==> src/rtl/fpmul_arbiter_if.sv <==
// Requester / multiplier / result bundle for the shared FP multiplier arbiter.
interface fpmul_arbiter_if #(
  parameter int unsigned NREQ = 4,
  parameter int unsigned IDW  = 2
);
  logic [NREQ-1:0]      req_valid;
  logic [32*NREQ-1:0]   req_a;
  logic [32*NREQ-1:0]   req_b;
  logic [NREQ-1:0]      req_ready;
  logic [31:0]          mul_A;
  logic [31:0]          mul_B;
  logic [31:0]          mul_out;
  logic                 res_valid;
  logic [IDW-1:0]       res_id;
  logic [31:0]          res_data;
  logic [IDW+4:0]       inflight;

  // Requester side plus the multiplier product feeding back in.
  modport master (
    output req_valid, req_a, req_b, mul_out,
    input  req_ready, mul_A, mul_B, res_valid, res_id, res_data, inflight
  );

  // Arbiter side.
  modport slave (
    input  req_valid, req_a, req_b, mul_out,
    output req_ready, mul_A, mul_B, res_valid, res_id, res_data, inflight
  );
endinterface

==> src/rtl/fpmul_arbiter.sv <==
// Round-robin sharing of one fixed-latency pipelined FP multiplier among NREQ requesters.
// Each issued operand pair carries a requester tag down a no-stall pipeline so the
// product comes back labelled with its owner, in issue order.
module fpmul_arbiter #(
  parameter int unsigned NREQ = 4,
  parameter int unsigned LAT  = 3,
  parameter int unsigned IDW  = 2
) (
  input  logic           clk,
  input  logic           rst,
  fpmul_arbiter_if.slave io_bus
);

  localparam int unsigned CntW = IDW + 5;

  // State
  logic [IDW-1:0]  r_ptr;
  logic [31:0]     r_mul_a;
  logic [31:0]     r_mul_b;
  logic            r_tag_v  [LAT+1];
  logic [IDW-1:0]  r_tag_id [LAT+1];
  logic            r_res_valid;
  logic [IDW-1:0]  r_res_id;
  logic [31:0]     r_res_data;
  logic [CntW-1:0] r_inflight;

  // Combinational
  logic            w_xfer;
  logic [IDW-1:0]  w_gnt_id;
  logic [NREQ-1:0] w_grant;
  logic [31:0]     w_op_a;
  logic [31:0]     w_op_b;
  logic [IDW-1:0]  w_ptr_d;
  logic [CntW-1:0] w_inflight_d;
  int unsigned     w_dist;
  int unsigned     w_best;

  // Pick the valid requester closest to ptr going upward (mod NREQ); none while in reset.
  always_comb begin
    w_xfer   = 1'b0;
    w_gnt_id = '0;
    w_best   = NREQ;
    w_dist   = 0;
    for (int unsigned i = 0; i < NREQ; i++) begin
      w_dist = (i + NREQ - 32'(r_ptr)) % NREQ;
      if (io_bus.req_valid[i] && (w_dist < w_best)) begin
        w_best   = w_dist;
        w_gnt_id = IDW'(i);
        w_xfer   = 1'b1;
      end
    end
    if (rst) begin
      w_xfer = 1'b0;
    end
  end

  // One-hot grant and operand select for the winner.
  always_comb begin
    w_grant = '0;
    w_op_a  = '0;
    w_op_b  = '0;
    for (int unsigned i = 0; i < NREQ; i++) begin
      if (w_xfer && (w_gnt_id == IDW'(i))) begin
        w_grant[i] = 1'b1;
        w_op_a     = io_bus.req_a[32*i +: 32];
        w_op_b     = io_bus.req_b[32*i +: 32];
      end
    end
  end

  // Next pointer is one past the winner, wrapping at NREQ-1.
  always_comb begin
    w_ptr_d = r_ptr;
    if (w_xfer) begin
      w_ptr_d = (32'(w_gnt_id) == NREQ - 1) ? '0 : w_gnt_id + IDW'(1);
    end
  end

  // Issue adds one, a tag leaving the last stage (result being captured) removes one.
  always_comb begin
    w_inflight_d = r_inflight;
    if (w_xfer && !r_tag_v[LAT]) begin
      w_inflight_d = r_inflight + CntW'(1);
    end else if (!w_xfer && r_tag_v[LAT]) begin
      w_inflight_d = r_inflight - CntW'(1);
    end
  end

  // Pointer and multiplier operand registers; operands hold when nothing is issued.
  always_ff @(posedge clk or posedge rst) begin
    if (rst) begin
      r_ptr   <= '0;
      r_mul_a <= '0;
      r_mul_b <= '0;
    end else begin
      r_ptr <= w_ptr_d;
      if (w_xfer) begin
        r_mul_a <= w_op_a;
        r_mul_b <= w_op_b;
      end
    end
  end

  // Tag pipeline: stage LAT lines up with the cycle mul_out carries that operation's product.
  always_ff @(posedge clk or posedge rst) begin
    if (rst) begin
      for (int unsigned i = 0; i <= LAT; i++) begin
        r_tag_v[i]  <= 1'b0;
        r_tag_id[i] <= '0;
      end
    end else begin
      r_tag_v[0]  <= w_xfer;
      r_tag_id[0] <= w_gnt_id;
      for (int unsigned i = 1; i <= LAT; i++) begin
        r_tag_v[i]  <= r_tag_v[i-1];
        r_tag_id[i] <= r_tag_id[i-1];
      end
    end
  end

  // Result capture; id and data hold between results.
  always_ff @(posedge clk or posedge rst) begin
    if (rst) begin
      r_res_valid <= 1'b0;
      r_res_id    <= '0;
      r_res_data  <= '0;
    end else begin
      r_res_valid <= r_tag_v[LAT];
      if (r_tag_v[LAT]) begin
        r_res_id   <= r_tag_id[LAT];
        r_res_data <= io_bus.mul_out;
      end
    end
  end

  // Outstanding-operation counter.
  always_ff @(posedge clk or posedge rst) begin
    if (rst) begin
      r_inflight <= '0;
    end else begin
      r_inflight <= w_inflight_d;
    end
  end

  assign io_bus.req_ready = w_grant;
  assign io_bus.mul_A     = r_mul_a;
  assign io_bus.mul_B     = r_mul_b;
  assign io_bus.res_valid = r_res_valid;
  assign io_bus.res_id    = r_res_id;
  assign io_bus.res_data  = r_res_data;
  assign io_bus.inflight  = r_inflight;

endmodule
==> src/flat_wrapper.sv <==
// flat-port wrapper written by rule: the top's interface ports become plain ports
module fpmul_arbiter_flat 
#(
  parameter int unsigned NREQ = 4,
  parameter int unsigned LAT  = 3,
  parameter int unsigned IDW  = 2
)
  (clk, rst, io_bus_req_valid, io_bus_req_a, io_bus_req_b, io_bus_mul_out, io_bus_req_ready, io_bus_mul_A, io_bus_mul_B, io_bus_res_valid, io_bus_res_id, io_bus_res_data, io_bus_inflight);
  fpmul_arbiter_if #(.NREQ(NREQ), .IDW(IDW)) io_bus_i ();
  input  logic clk;
  input  logic rst;
  input wire logic [$bits(io_bus_i.req_valid)-1:0] io_bus_req_valid;
  input wire logic [$bits(io_bus_i.req_a)-1:0] io_bus_req_a;
  input wire logic [$bits(io_bus_i.req_b)-1:0] io_bus_req_b;
  input wire logic [$bits(io_bus_i.mul_out)-1:0] io_bus_mul_out;
  output wire logic [$bits(io_bus_i.req_ready)-1:0] io_bus_req_ready;
  output wire logic [$bits(io_bus_i.mul_A)-1:0] io_bus_mul_A;
  output wire logic [$bits(io_bus_i.mul_B)-1:0] io_bus_mul_B;
  output wire logic [$bits(io_bus_i.res_valid)-1:0] io_bus_res_valid;
  output wire logic [$bits(io_bus_i.res_id)-1:0] io_bus_res_id;
  output wire logic [$bits(io_bus_i.res_data)-1:0] io_bus_res_data;
  output wire logic [$bits(io_bus_i.inflight)-1:0] io_bus_inflight;
  assign io_bus_i.req_valid = io_bus_req_valid;
  assign io_bus_i.req_a = io_bus_req_a;
  assign io_bus_i.req_b = io_bus_req_b;
  assign io_bus_i.mul_out = io_bus_mul_out;
  assign io_bus_req_ready = io_bus_i.req_ready;
  assign io_bus_mul_A = io_bus_i.mul_A;
  assign io_bus_mul_B = io_bus_i.mul_B;
  assign io_bus_res_valid = io_bus_i.res_valid;
  assign io_bus_res_id = io_bus_i.res_id;
  assign io_bus_res_data = io_bus_i.res_data;
  assign io_bus_inflight = io_bus_i.inflight;
  fpmul_arbiter #(.NREQ(NREQ), .LAT(LAT), .IDW(IDW)) u_core (.clk(clk), .rst(rst), .io_bus(io_bus_i));
endmodule
==> config.mk <==
export PLATFORM = sky130hd
export DESIGN_NAME = fpmul_arbiter_flat
export DESIGN_NICKNAME = d
export VERILOG_FILES = /design/src/rtl/fpmul_arbiter_if.sv /design/src/rtl/fpmul_arbiter.sv /design/src/flat_wrapper.sv
export SDC_FILE = /design/constraint.sdc
export NUM_CORES = 1
export LEC_CHECK = 0
export BUFFER_PORTS_ARGS = -buffer_cell sky130_fd_sc_hd__buf_2
export CORE_AREA = 5 5 156 158
export CTS_CLUSTER_SIZE = 16
export DETAILED_ROUTE_END_ITERATION = 10
export DIE_AREA = 0 0 161 163
export SLEW_MARGIN = 20
export SYNTH_ARGS = -nofsm -noshare
export SYNTH_HDL_FRONTEND = slang
export SYNTH_SLANG_ARGS = --single-unit
==> constraint.sdc <==
create_clock -name clk -period 5.5 [get_ports clk]
set_input_delay 0.55 -clock clk [delete_from_list [all_inputs] [get_ports clk]]
set_output_delay 0.55 -clock clk [all_outputs]
set_load 0.1 [all_outputs]
==> flow_metrics.env <==
export IMPL_outcome="complete, no violations"
export IMPL_design_area_sq_um=9678
export IMPL_postCtsResizedCells=0
export IMPL_drt_pass1_iter_count=5
export IMPL_clock_latency_ps=420
export IMPL_timing_final_crit_share_pct=73.96
export IMPL_total_power_uw=5681
export IMPL_timing_setup_tns_ps=0
export IMPL_initial_drc_count=523
export IMPL_leakage_power_total_uw=0.004790
export IMPL_n_antenna_cell=0
export IMPL_ys_dominant_reg_cell="sky130_fd_sc_hd__dfrtp_1"
export IMPL_grt_setup_unrepaired="no"
export IMPL_per_cell_routed_wire_length_um=18.74
export IMPL_initial_antenna_violation_count=2
export IMPL_ys_warns=0
export IMPL_finalHoldViolCount=0
export IMPL_ant_nets=0
export IMPL_synthToLayoutAreaGrowth_pct=39.77
export IMPL_post_layout_nonfiller_instances=1434
export IMPL_synth_enable_flop_cells=0
export IMPL_worst_path_largest_cell_delay_ps=640
export IMPL_cts_sinks=120
export IMPL_hold_path_class="input port to async pin"
export IMPL_critPathSlowestCell="sky130_fd_sc_hd__a21o_2"
export IMPL_cts_made_buffers=17
export IMPL_worst_setup_hold_path_clk_slew_ps=60
export IMPL_crit_path_start="u_core.r_ptr[0]"
export IMPL_cp_arrival_ps=4360
export IMPL_path_class="flip-flop to flip-flop"
export IMPL_top_level_ports=404
export IMPL_detail_route_drc_violations=0
export IMPL_max_cap_violations=0
export IMPL_cts_root_buf="sky130_fd_sc_hd__clkbuf_16"
export IMPL_crit_required_ps=5800
export IMPL_setup_slack_ps=1432
export IMPL_r2r_start="u_core.r_ptr[0]"
export IMPL_layout_drive_gt1_share_pct=43.36
export IMPL_num_nets_final=1435
export IMPL_tritoncts_clock_tree="done"
export IMPL_power_density_nw_per_um2=587.0
export IMPL_final_period_minus_worst_setup_slack_ps=4068
export IMPL_finalWeightedCongestion=0.8840
export IMPL_seq_area_frac_synth_pct=43.37
export IMPL_route_detailed_vias_per_inst=5.141
export IMPL_layout_commonest_cell="sky130_fd_sc_hd__buf_2"
export IMPL_post_synth_cell_area_avg_sq_um=9.004
export IMPL_synthDistinctLibCells=45
export IMPL_via_count=7372
export IMPL_synth_cell_area_sq_um=6924
export IMPL_placed_cell_area_sq_um=9025
export IMPL_syn_inst=769
export IMPL_share_comb_of_total_power_pct=55.1
export IMPL_layout_cells_most_common_list="sky130_fd_sc_hd__buf_2 (403), sky130_fd_sc_hd__nand2_1 (134), sky130_fd_sc_hd__dfrtp_1 (120), sky130_fd_sc_hd__inv_1 (78), sky130_fd_sc_hd__a21oi_1 (68)"
export IMPL_p_clk_share_pct=22.2
export IMPL_fraction_of_power_spent_switching_nets_pct=54.88
export IMPL_track_usage_pct=19.96
export IMPL_place_worst_setup_slack_ps=1107
export IMPL_worstMarginPinSlew_ps=937.3
export IMPL_crit_path_cell_trace="nor2b_1 -> a2111oi_0 -> nor2_1 -> ha_1 -> inv_1 -> a211oi_2 -> o21ai_0 -> ha_4 -> and2_1 -> a21o_2 -> buf_4 -> a21oi_1 -> o22a_1"
export IMPL_grt_pass1_wl_um=41440
export IMPL_chipHeight_um=163
export IMPL_cp_start_kind="flip-flop"
export IMPL_core_area_sq_um=22980
export IMPL_die_w_um=161
export IMPL_yosys_register_bits=120
export IMPL_cts_buffer_depth=2
export IMPL_synth_async_sr_flop_share_pct=100.0
export IMPL_timing_max_transition_violations_final=0
export IMPL_power_switching_uw=3118
export IMPL_power_report_internal_total_uw=2563
export IMPL_cts_hold_buffers_added=0
export IMPL_placement_rows=56
export IMPL_initial_core_util_pct=30.13
export IMPL_slew_headroom_pct=37.52
export IMPL_fmax_mhz=245.8
export IMPL_power_ir_vdd_worst_uv=359.6
export IMPL_post_cts_buffers=0
export IMPL_worst_path_max_fanout=37
export IMPL_final_setup_viol_count=0
export IMPL_clock_skew_final_ps=13.17
export IMPL_seq_power_share_pct=22.6
export IMPL_floorplan_die_area_sq_um=26240
export IMPL_first_global_vias=7454
export IMPL_grt_start_max_net_pins=97
export IMPL_detailedPlacementHpwl_um=19750
export IMPL_overflow_after_grt=0
export IMPL_postSynthNetCount=1073
export IMPL_timing_critical_path_buf_inv=2
export IMPL_drt_wl_total_um=26870
export IMPL_io_buffer_count=403
export IMPL_endpoint_kind="flip-flop"
export IMPL_cts_htree_levels=4
export IMPL_timing_critical_path_max_delay_family="compound AO/OA/AOI/OAI gates"
export IMPL_dp_cells=1402
per-layer routing:
layer  global-route usage (%)  wire length [um]
met4                    4.886               430
met1                    24.62             10790
met3                    6.403              2418
met2                    34.09             13230
met5                        0                 7
registers in the layout (all words and copies together) (netlist names):
register                 cells
u_core.io_bus.mul_B         32
u_core.io_bus.res_data      32
u_core.r_tag_id              8
u_core.io_bus.inflight       7
u_core.r_ptr                 2
u_core.io_bus.res_valid      1
u_core.io_bus.mul_A         32
u_core.r_tag_v               4
u_core.io_bus.res_id         2
final timing paths:
| path | to | slack (ps) | cells after the start |
|---|---|---|---|
| setup / recovery | u_core.io_bus.mul_B[20] | 1430 | 13 |
| min in group clk | u_core.r_tag_id[5] | 350 | 0 |
| setup reg to reg | u_core.io_bus.mul_B[20] | 1430 | 13 |
| max in group asynchronous | u_core.io_bus.mul_A[25] | 3830 | 3 |
| hold reg to reg | u_core.r_tag_id[5] | 350 | 0 |
| hold / removal | u_core.io_bus.res_data[4] | 320 | 2 |
worst register-to-register path, cell delays in order (launching register included):
cell and delay (ps):
sky130_fd_sc_hd__dfrtp_1 530, sky130_fd_sc_hd__nor2b_1 120, sky130_fd_sc_hd__a2111oi_0 380, sky130_fd_sc_hd__nor2_1 100, sky130_fd_sc_hd__ha_1 300, sky130_fd_sc_hd__inv_1 120
sky130_fd_sc_hd__a211oi_2 70, sky130_fd_sc_hd__o21ai_0 330, sky130_fd_sc_hd__ha_4 430, sky130_fd_sc_hd__and2_1 210, sky130_fd_sc_hd__a21o_2 640, sky130_fd_sc_hd__buf_4 460
sky130_fd_sc_hd__a21oi_1 90, sky130_fd_sc_hd__o22a_1 200
kinds of logic after synthesis:
family                   count (synthesis)  share of synthesized area [%]
AO/OA/AOI/OAI                          224                          24.18
AND/OR/NAND/NOR                        223                          14.13
buffers and inverters                  151                          9.957
flip-flops                             120                          43.37
multiplexers                            35                          5.692
adder cells (fa/ha/maj)                 10                          1.915
XOR/XNOR                                 6                         0.7589
power groups by stage:
| stage | logic (uW) | registers [uW] | clock network, uW |
|---|---|---|---|
| 4_1_cts | 3160 | 1290 | 1300 |
| 2_1_floorplan | 981 | 2830 | 0 |
| 6_report | 3130 | 1290 | 1260 |
| 3_3_place_gp | 3140 | 1290 | 0 |
| 3_5_place_dp | 3160 | 1300 | 0 |
| 5_1_grt | 3310 | 1320 | 1340 |
Yosys cell counts, types with 3 or more instances:
master,number,share of area [%]
sky130_fd_sc_hd__o21ai_0,10,0.72
sky130_fd_sc_hd__nand3_1,66,4.8
sky130_fd_sc_hd__buf_1,13,0.70
sky130_fd_sc_hd__o311ai_1,50,6.3
sky130_fd_sc_hd__xnor2_1,4,0.51
sky130_fd_sc_hd__a21o_1,3,0.33
sky130_fd_sc_hd__ha_1,9,1.6
sky130_fd_sc_hd__mux2_2,35,5.7
sky130_fd_sc_hd__o311ai_0,14,1.8
sky130_fd_sc_hd__clkbuf_1,27,1.5
sky130_fd_sc_hd__nor2_1,6,0.33
sky130_fd_sc_hd__inv_1,79,4.3
sky130_fd_sc_hd__nand2_1,135,7.3
sky130_fd_sc_hd__dfrtp_1,120,43
sky130_fd_sc_hd__buf_6,13,2.1
sky130_fd_sc_hd__nor2b_1,4,0.36
sky130_fd_sc_hd__o22a_1,64,8.1
sky130_fd_sc_hd__buf_2,17,1.2
sky130_fd_sc_hd__a21oi_1,68,4.9
through the flow:
| stage | hold slack, ps | util (%) |
|---|---|---|
| detailed placement | 336.4 | 39.27 |
| global placement | 331.7 | 39.27 |
| global route | 337.9 | 42.11 |
| finish | 321.6 | 42.11 |
| floorplan | 331.2 | - |
| CTS | 337.5 | 42.11 |
area by class of cell:
| type | count | area [sq um] |
|---|---|---|
| Clock buffer | 17 | 425.4 |
| Clock inverter | 15 | 227.7 |
| Fill cell | 2347 | 13300 |
| Inverter | 80 | 302.8 |
| Multi-Input combinational cell | 498 | 3257 |
| Sequential cell | 120 | 3003 |
| Tap cell | 290 | 362.8 |
| Timing Repair Buffer | 414 | 2100 |
(Power assumes the default switching activity.)
